File: config.mk
export PLATFORM = sky130hd
export DESIGN_NAME = debit_pin_lock
export DESIGN_NICKNAME = d
export VERILOG_FILES = /design/src/rtl/debit_pin_pkg.sv /design/src/rtl/pin_entry_sr.sv /design/src/rtl/debit_pin_lock.sv
export SDC_FILE = /design/constraint.sdc
export NUM_CORES = 1
export LEC_CHECK = 0
export BUFFER_PORTS_ARGS = -buffer_cell sky130_fd_sc_hd__buf_2
export CAP_MARGIN = 5
export CORE_ASPECT_RATIO = 1.25
export CORE_UTILIZATION = 45
export DETAILED_ROUTE_END_ITERATION = 8
export GPL_ROUTABILITY_DRIVEN = 1
export PLACE_DENSITY = 0.66
export SLEW_MARGIN = 25
export SYNTH_ARGS = -nofsm -noshare
export SYNTH_HDL_FRONTEND = slang
export SYNTH_SLANG_ARGS = --single-unit
File: constraint.sdc
create_clock -name clk -period 2.2 [get_ports clk]
set_clock_uncertainty 0.05 [all_clocks]
set_input_delay 0.11 -clock clk [delete_from_list [all_inputs] [get_ports clk]]
set_output_delay 0.11 -clock clk [all_outputs]
set_load 0.1 [all_outputs]
File: src/rtl/debit_pin_pkg.sv
// Shared types and helpers for the debit PIN lock: FSM state encoding and one-hot digit decoding.
// Helpers take a zero-extended switch vector of up to MAX_SW bits.
package debit_pin_pkg;

    localparam int MAX_SW    = 64;
    localparam int MAX_IDX_W = 6;

    typedef enum logic [2:0] {
        IDLE,
        ENTRY,
        CHECK,
        CORRECT,
        INCORRECT,
        LOCKED
    } state_e;

    typedef struct packed {
        logic                 vld;
        logic [MAX_IDX_W-1:0] idx;
    } onehot_t;

    function automatic logic is_onehot(input logic [MAX_SW-1:0] v);
        return (v != '0) && ((v & (v - MAX_SW'(1))) == '0);
    endfunction

    function automatic onehot_t onehot_index(input logic [MAX_SW-1:0] v);
        onehot_t r;
        r.vld = is_onehot(v);
        r.idx = '0;
        for (int i = 0; i < MAX_SW; i++) begin
            if (v[i]) r.idx = MAX_IDX_W'(i);
        end
        return r;
    endfunction

endpackage

File: src/rtl/pin_entry_sr.sv
// Digit entry path: submit rising-edge detect, one-hot validation, PIN shift register and digit count.
// accept_o/reject_o are combinational single-cycle pulses; no backpressure (FSM gates via enable_i).
module pin_entry_sr
    import debit_pin_pkg::*;
#(
    parameter int NUM_SWITCHES = 4,
    parameter int PIN_LEN      = 4,
    localparam int DIGIT_W     = $clog2(NUM_SWITCHES),
    localparam int PW          = PIN_LEN * DIGIT_W,
    localparam int CNT_W       = $clog2(PIN_LEN + 1)
) (
    input  logic                    clk,
    input  logic                    reset,
    input  logic [NUM_SWITCHES-1:0] digit_switches,
    input  logic                    submit,
    input  logic                    enable_i,
    input  logic                    clear_i,
    output logic                    accept_o,
    output logic                    reject_o,
    output logic [PW-1:0]           password_o,
    output logic [CNT_W-1:0]        digit_count_o
);

    logic             submit_q;
    logic             sub_edge;
    onehot_t          oh;
    logic [PW-1:0]    password;
    logic [CNT_W-1:0] digit_count_q;
    logic [CNT_W-1:0] digit_count_d;
    logic [PW-1:0]    password_d;

    assign sub_edge = submit & ~submit_q;
    assign oh       = onehot_index(MAX_SW'(digit_switches));
    assign accept_o = sub_edge & enable_i & oh.vld;
    assign reject_o = sub_edge & enable_i & ~oh.vld;

    always_comb begin
        password_d    = password;
        digit_count_d = digit_count_q;
        if (clear_i) begin
            password_d    = '0;
            digit_count_d = '0;
        end else if (accept_o) begin
            password_d    = (password << DIGIT_W) | PW'(oh.idx[DIGIT_W-1:0]);
            digit_count_d = digit_count_q + CNT_W'(1);
        end
    end

    // submit_q resets high so a submit held through reset release is not an edge
    always_ff @(posedge clk or negedge reset) begin
        if (!reset) begin
            submit_q      <= 1'b1;
            password      <= '0;
            digit_count_q <= '0;
        end else begin
            submit_q      <= submit;
            password      <= password_d;
            digit_count_q <= digit_count_d;
        end
    end

    assign password_o    = password;
    assign digit_count_o = digit_count_q;

endmodule

File: src/rtl/debit_pin_lock.sv
// Debit PIN lock FSM: collects PIN_LEN one-hot digits, checks against PASSKEY, locks after MAX_ATTEMPTS misses.
// Result visible one cycle after the last digit's edge; DEBIT_PIN_LOCKOUT_TIMER_EN adds a timed LOCKED exit.
module debit_pin_lock
    import debit_pin_pkg::*;
#(
    parameter int NUM_SWITCHES   = 4,
    parameter int PIN_LEN        = 4,
    localparam int DIGIT_W       = $clog2(NUM_SWITCHES),
    parameter logic [PIN_LEN*DIGIT_W-1:0] PASSKEY = 8'b11_10_01_00,
    parameter int MAX_ATTEMPTS   = 3,
    parameter int RESULT_HOLD    = 4,
    parameter int LOCKOUT_CYCLES = 1000,
    localparam int CNT_W         = $clog2(PIN_LEN + 1),
    localparam int AW            = $clog2(MAX_ATTEMPTS + 1)
) (
    input  logic                    clk,
    input  logic                    reset,
    input  logic [NUM_SWITCHES-1:0] digit_switches,
    input  logic                    submit,
    output logic                    waiting,
    output logic                    correct,
    output logic                    incorrect,
    output logic                    locked,
    output logic                    bug,
    output logic [CNT_W-1:0]        digit_count,
    output logic [AW-1:0]           attempts
);

    localparam int PW = PIN_LEN * DIGIT_W;
    localparam int HW = $clog2(RESULT_HOLD + 1);

    state_e            state_q, state_d;
    logic [AW-1:0]     attempts_q, attempts_d, attempts_inc;
    logic [HW-1:0]     hold_q, hold_d;
    logic              bug_q;
    logic              accept, reject, clear, entry_en, last_digit;
    logic [PW-1:0]     password;

`ifdef DEBIT_PIN_LOCKOUT_TIMER_EN
    localparam int LW = $clog2(LOCKOUT_CYCLES + 1);
    logic [LW-1:0]     lock_q, lock_d;
`endif

    assign entry_en = (state_q == IDLE) || (state_q == ENTRY);

    pin_entry_sr #(
        .NUM_SWITCHES (NUM_SWITCHES),
        .PIN_LEN      (PIN_LEN)
    ) pinchk (
        .clk            (clk),
        .reset          (reset),
        .digit_switches (digit_switches),
        .submit         (submit),
        .enable_i       (entry_en),
        .clear_i        (clear),
        .accept_o       (accept),
        .reject_o       (reject),
        .password_o     (password),
        .digit_count_o  (digit_count)
    );

    assign last_digit   = (digit_count == CNT_W'(PIN_LEN - 1));
    assign attempts_inc = (attempts_q == AW'(MAX_ATTEMPTS)) ? attempts_q : attempts_q + AW'(1);

    always_comb begin
        state_d    = state_q;
        attempts_d = attempts_q;
        hold_d     = hold_q;
        clear      = 1'b0;
`ifdef DEBIT_PIN_LOCKOUT_TIMER_EN
        lock_d     = lock_q;
`endif
        unique case (state_q)
            IDLE: begin
                if (accept) state_d = last_digit ? CHECK : ENTRY;
            end
            ENTRY: begin
                if (accept && last_digit) state_d = CHECK;
            end
            CHECK: begin
                if (password == PASSKEY) begin
                    state_d    = CORRECT;
                    attempts_d = '0;
                    hold_d     = HW'(RESULT_HOLD - 1);
                end else if (attempts_inc >= AW'(MAX_ATTEMPTS)) begin
                    state_d    = LOCKED;
                    attempts_d = attempts_inc;
                    clear      = 1'b1;
`ifdef DEBIT_PIN_LOCKOUT_TIMER_EN
                    lock_d     = LW'(LOCKOUT_CYCLES - 1);
`endif
                end else begin
                    state_d    = INCORRECT;
                    attempts_d = attempts_inc;
                    hold_d     = HW'(RESULT_HOLD - 1);
                end
            end
            CORRECT, INCORRECT: begin
                if (hold_q == '0) begin
                    state_d = IDLE;
                    clear   = 1'b1;
                end else begin
                    hold_d = hold_q - HW'(1);
                end
            end
            LOCKED: begin
`ifdef DEBIT_PIN_LOCKOUT_TIMER_EN
                if (lock_q == '0) begin
                    state_d    = IDLE;
                    attempts_d = '0;
                end else begin
                    lock_d = lock_q - LW'(1);
                end
`endif
            end
            default: state_d = IDLE;
        endcase
    end

    always_ff @(posedge clk or negedge reset) begin
        if (!reset) begin
            state_q    <= IDLE;
            attempts_q <= '0;
            hold_q     <= '0;
            bug_q      <= 1'b0;
        end else begin
            state_q    <= state_d;
            attempts_q <= attempts_d;
            hold_q     <= hold_d;
            bug_q      <= reject;
        end
    end

`ifdef DEBIT_PIN_LOCKOUT_TIMER_EN
    always_ff @(posedge clk or negedge reset) begin
        if (!reset) lock_q <= '0;
        else        lock_q <= lock_d;
    end
`endif

    assign waiting   = (state_q == IDLE) || (state_q == ENTRY);
    assign correct   = (state_q == CORRECT);
    assign incorrect = (state_q == INCORRECT);
    assign locked    = (state_q == LOCKED);
    assign bug       = bug_q;
    assign attempts  = attempts_q;

endmodule

==> impl_metrics.ini <==
[worst_hold_path]
holdPathEnd = pinchk.password_o[0]$_DFFE_PN0P_
hold_path.class = in2reg
min_path_cells = 3
min-delay-start = digit_switches[3]

[power]
p_per_area_nw_per_um2 = 1290
p_seq_share_pct = 36.5
power_mw = 1.79
clkPwrFrac_pct = 10.7
intPower_mw = 0.878
p_comb_share_pct = 52.8
swShare_pct = 50.8
vdd_drop_max_mv = 0.807
p_leak_nw = 0.645
p_sw_mw = 0.907

[synthesis]
yosys.area_share.adder_pct = 4.12
synth-simple-area-share_pct = 19.8
synthXorXnorAreaFrac_pct = 0.722
synth_most_common_cell = a21oi_1
ys_types = 37
netlist.area_leader.share_pct = 41.2
yosysTopAreaCell = dfrtp_1
netlist_area_um2 = 1210
synth_common_cells = a21oi_1 (21), dfrtp_1 (20), o21ai_0 (14)
synthArstFlopShare_pct = 100
synthMuxAreaShare_pct = 0.928
ys_seq_elements = 21
avgSynthCellArea_um2 = 9.13
synth_top_family_by_area = compound AO/OA/AOI/OAI gates
synth_compound_area_share_pct = 24.9
synth_enable_flop_cells = 0
synth_area_leaders = dfrtp_1 (41%), a21oi_1 (8.7%), o21ai_0 (5.8%), ha_1 (4.1%), nand3_1 (2.9%)
synthesis.nets = 144
synthCells = 133
synthFlopType = dfrtp_1
seq_area_frac_synth_pct = 43.4
synth_warnings = 0

[setup_path]
rrSetupSlack_ns = 0.28
max_stage_delay_ns = 0.54
critPathSlowestCell = dfrtp_1
crit_path_end_kind = output port
worst-path-max-fanout = 13
start_kind = flip-flop
critPathBufInv = 2
crit_required_ns = 2.04
critPathKind = reg2out
r2r_end = pinchk.password_o[0]$_DFFE_PN0P_
reg2reg_from = pinchk.password_o[1]$_DFFE_PN0P_
cp.arrival_ns = 1.87
cp_top_family = flip-flops
reg2regPathDepth = 4
crit_chain = or3b_2, inv_1, buf_2

[sta]
slew_headroom_pct = 57.1
hold_viol = 0
rsz0062_at_grt = no
finalCritPeriodShare_pct = 92.2
slew_violations = 0
fmax_mhz = 493
worst_pin_slew_ns = 0.643
setup_tns_ns = 0
setup_viol = 0
min_period_ns = 2.03

[clock_tree]
cts_root_buf = clkbuf_4
cts_sinks = 21
numCtsBuffers = 3
clk_pin_slew_ns = 0.11
clock_latency_ns = 0.32
cts_tree = done
clk_path_buf_depth = 2
post-cts-setup-buffer-count = 0
htreeDepth = 1

[floorplanning]
rows = 20
fp.coreArea_um2 = 2500
fp.dieArea_um2 = 2910
initial_core_util_pct = 48.5
fp.dieH_um = 60.1
die_w_um = 48.5
io_pins = 17

[route]
antenna_left = 0
drt_wl_total_um = 2560
firstDrtPassIters = 4
vias_per_cell = 5.91
avgRoutedWirePerCell_um = 13.9
drt-initial-drc-count = 29
vias = 1087
post-route-drc-count = 0

[placement]
hpwl_um = 1840
gp_congestion = 0.811
portBuffers = 16

[global_route]
grt_max_degree = 22
grt.overflow.total = 0
grt_pass1_vias = 1046
grt_use_total_pct = 20.5
grt_antenna_before_repair = 0
grt_first_pass_wirelength_um = 4520

[cells_and_area]
syn_to_final_growth_pct = 13.7
antenna_cells = 0
final_nets = 163
drive_gt1_share_pct = 22.5

[job]
drv_cap = 0

[run_status]
status = complete, no violations
-- through the flow --
step	cells	hold WS, ns	worst slack [ns]	cell area [um^2]	util [%]
4_1_cts	184	0.0918	0.176	1380	54.9
3_5_place_dp	178	0.0466	0.142	1330	53.1
3_3_place_gp	178	0.0408	0.256	1330	53.1
5_1_grt	184	0.130	0.125	1380	55.2
2_1_floorplan	133	-0.236	0.0582	1220	-
6_report	184	0.100	0.172	1380	55.2
-- final cells by class --
class | count | area [um^2]
clock buffer | 3 | 22.5
clock inverter | 1 | 5.00
fill | 233 | 1120
inverter | 9 | 33.8
multi-input combinational | 95 | 621
sequential | 21 | 527
tap | 33 | 41.3
timing repair buffer | 22 | 130
-- worst reg2reg max path, delay by kind of cell (launching register included) --
kind | cells | cell delay [ns]
simple gates | 1 | 0.57
flops | 1 | 0.42
compound gates | 3 | 0.81
-- flip-flops by register name, summed over array words and instances (netlist names) --
signal,count
state_q,3
hold_q,3
bug,1
attempts,2
pinchk.digit_count_o,3
pinchk.submit_q,1
pinchk.password_o,8
-- timing repair --
| item | 4_1_cts | 5_1_grt |
|---|---|---|
| endpoints found under the setup margin | 0 | 0 |
| resized for setup | 0 | 0 |
| hold buffers | 2 | 0 |
| hold endpoints to repair | 21 | 0 |
-- placed cells by master, fill, tap and decap left out, types with 2 or more instances in the layout --
master	Yosys	final
a21oi_1	21	21
dfrtp_1	20	20
buf_2	2	16
o21ai_0	14	14
inv_1	9	9
nor2_1	8	7
nand3_1	7	7
nand2_1	4	4
nand2b_1	4	4
ha_1	4	4
buf_4	0	4
nor4b_1	3	3
nand3b_1	3	3
clkbuf_4	0	3
a211o_1	2	2
a211oi_2	1	2
nor2b_1	2	2
a22oi_1	2	2
or3_1	2	2
dlygate4sd3_1	0	2
-- routing by layer --
| layer | GRT usage, % | vias up | routed length (um) |
|---|---|---|---|
| li1 | - | 525 | - |
| met2 | 37.4 | 21 | 1290 |
| met5 | 0 | - | 0 |
| met1 | 24.0 | 534 | 1150 |
| met3 | 1.53 | 7 | 60 |
| met4 | 12.2 | 0 | 67 |
-- kinds of logic (layout without fill, tap and decap cells) --
| kind of cell | Yosys count | after routing |
|---|---|---|
| AO/OA/AOI/OAI | 49 | 49 |
| multiplexers | 1 | 1 |
| buffers and inverters | 17 | 35 |
| flip-flops | 21 | 21 |
| XOR/XNOR | 1 | 1 |
| AND/OR/NAND/NOR | 40 | 40 |
| adder cells (fa/ha/maj) | 4 | 4 |
-- worst max path at each step --
stage | from | to | slack, ns | cells past startpoint
4_1_cts | state_q[1]$_DFFE_PN0P_ | incorrect | 0.18 | 3
2_1_floorplan | state_q[2]$_DFFE_PN0P_ | pinchk.digit_count_o[1]$_DFFE_PN0P_ | 0.06 | 6
6_report | state_q[1]$_DFFE_PN0P_ | incorrect | 0.17 | 3
3_5_place_dp | digit_switches[1] | state_q[0]$_DFFE_PN0P_ | 0.14 | 5
5_1_grt | state_q[1]$_DFFE_PN0P_ | incorrect | 0.12 | 3
3_3_place_gp | digit_switches[1] | state_q[0]$_DFFE_PN0P_ | 0.26 | 5
-- power groups by stage --
stage	sequential (mW)	clock, mW	combinational (mW)
floorplan	0.927	0	0.481
global placement	0.650	0	0.918
detailed placement	0.658	0	0.945
CTS	0.649	0.199	0.950
global route	0.676	0.212	1.03
finish	0.651	0.191	0.943
Power figures use the tool's default switching activity.
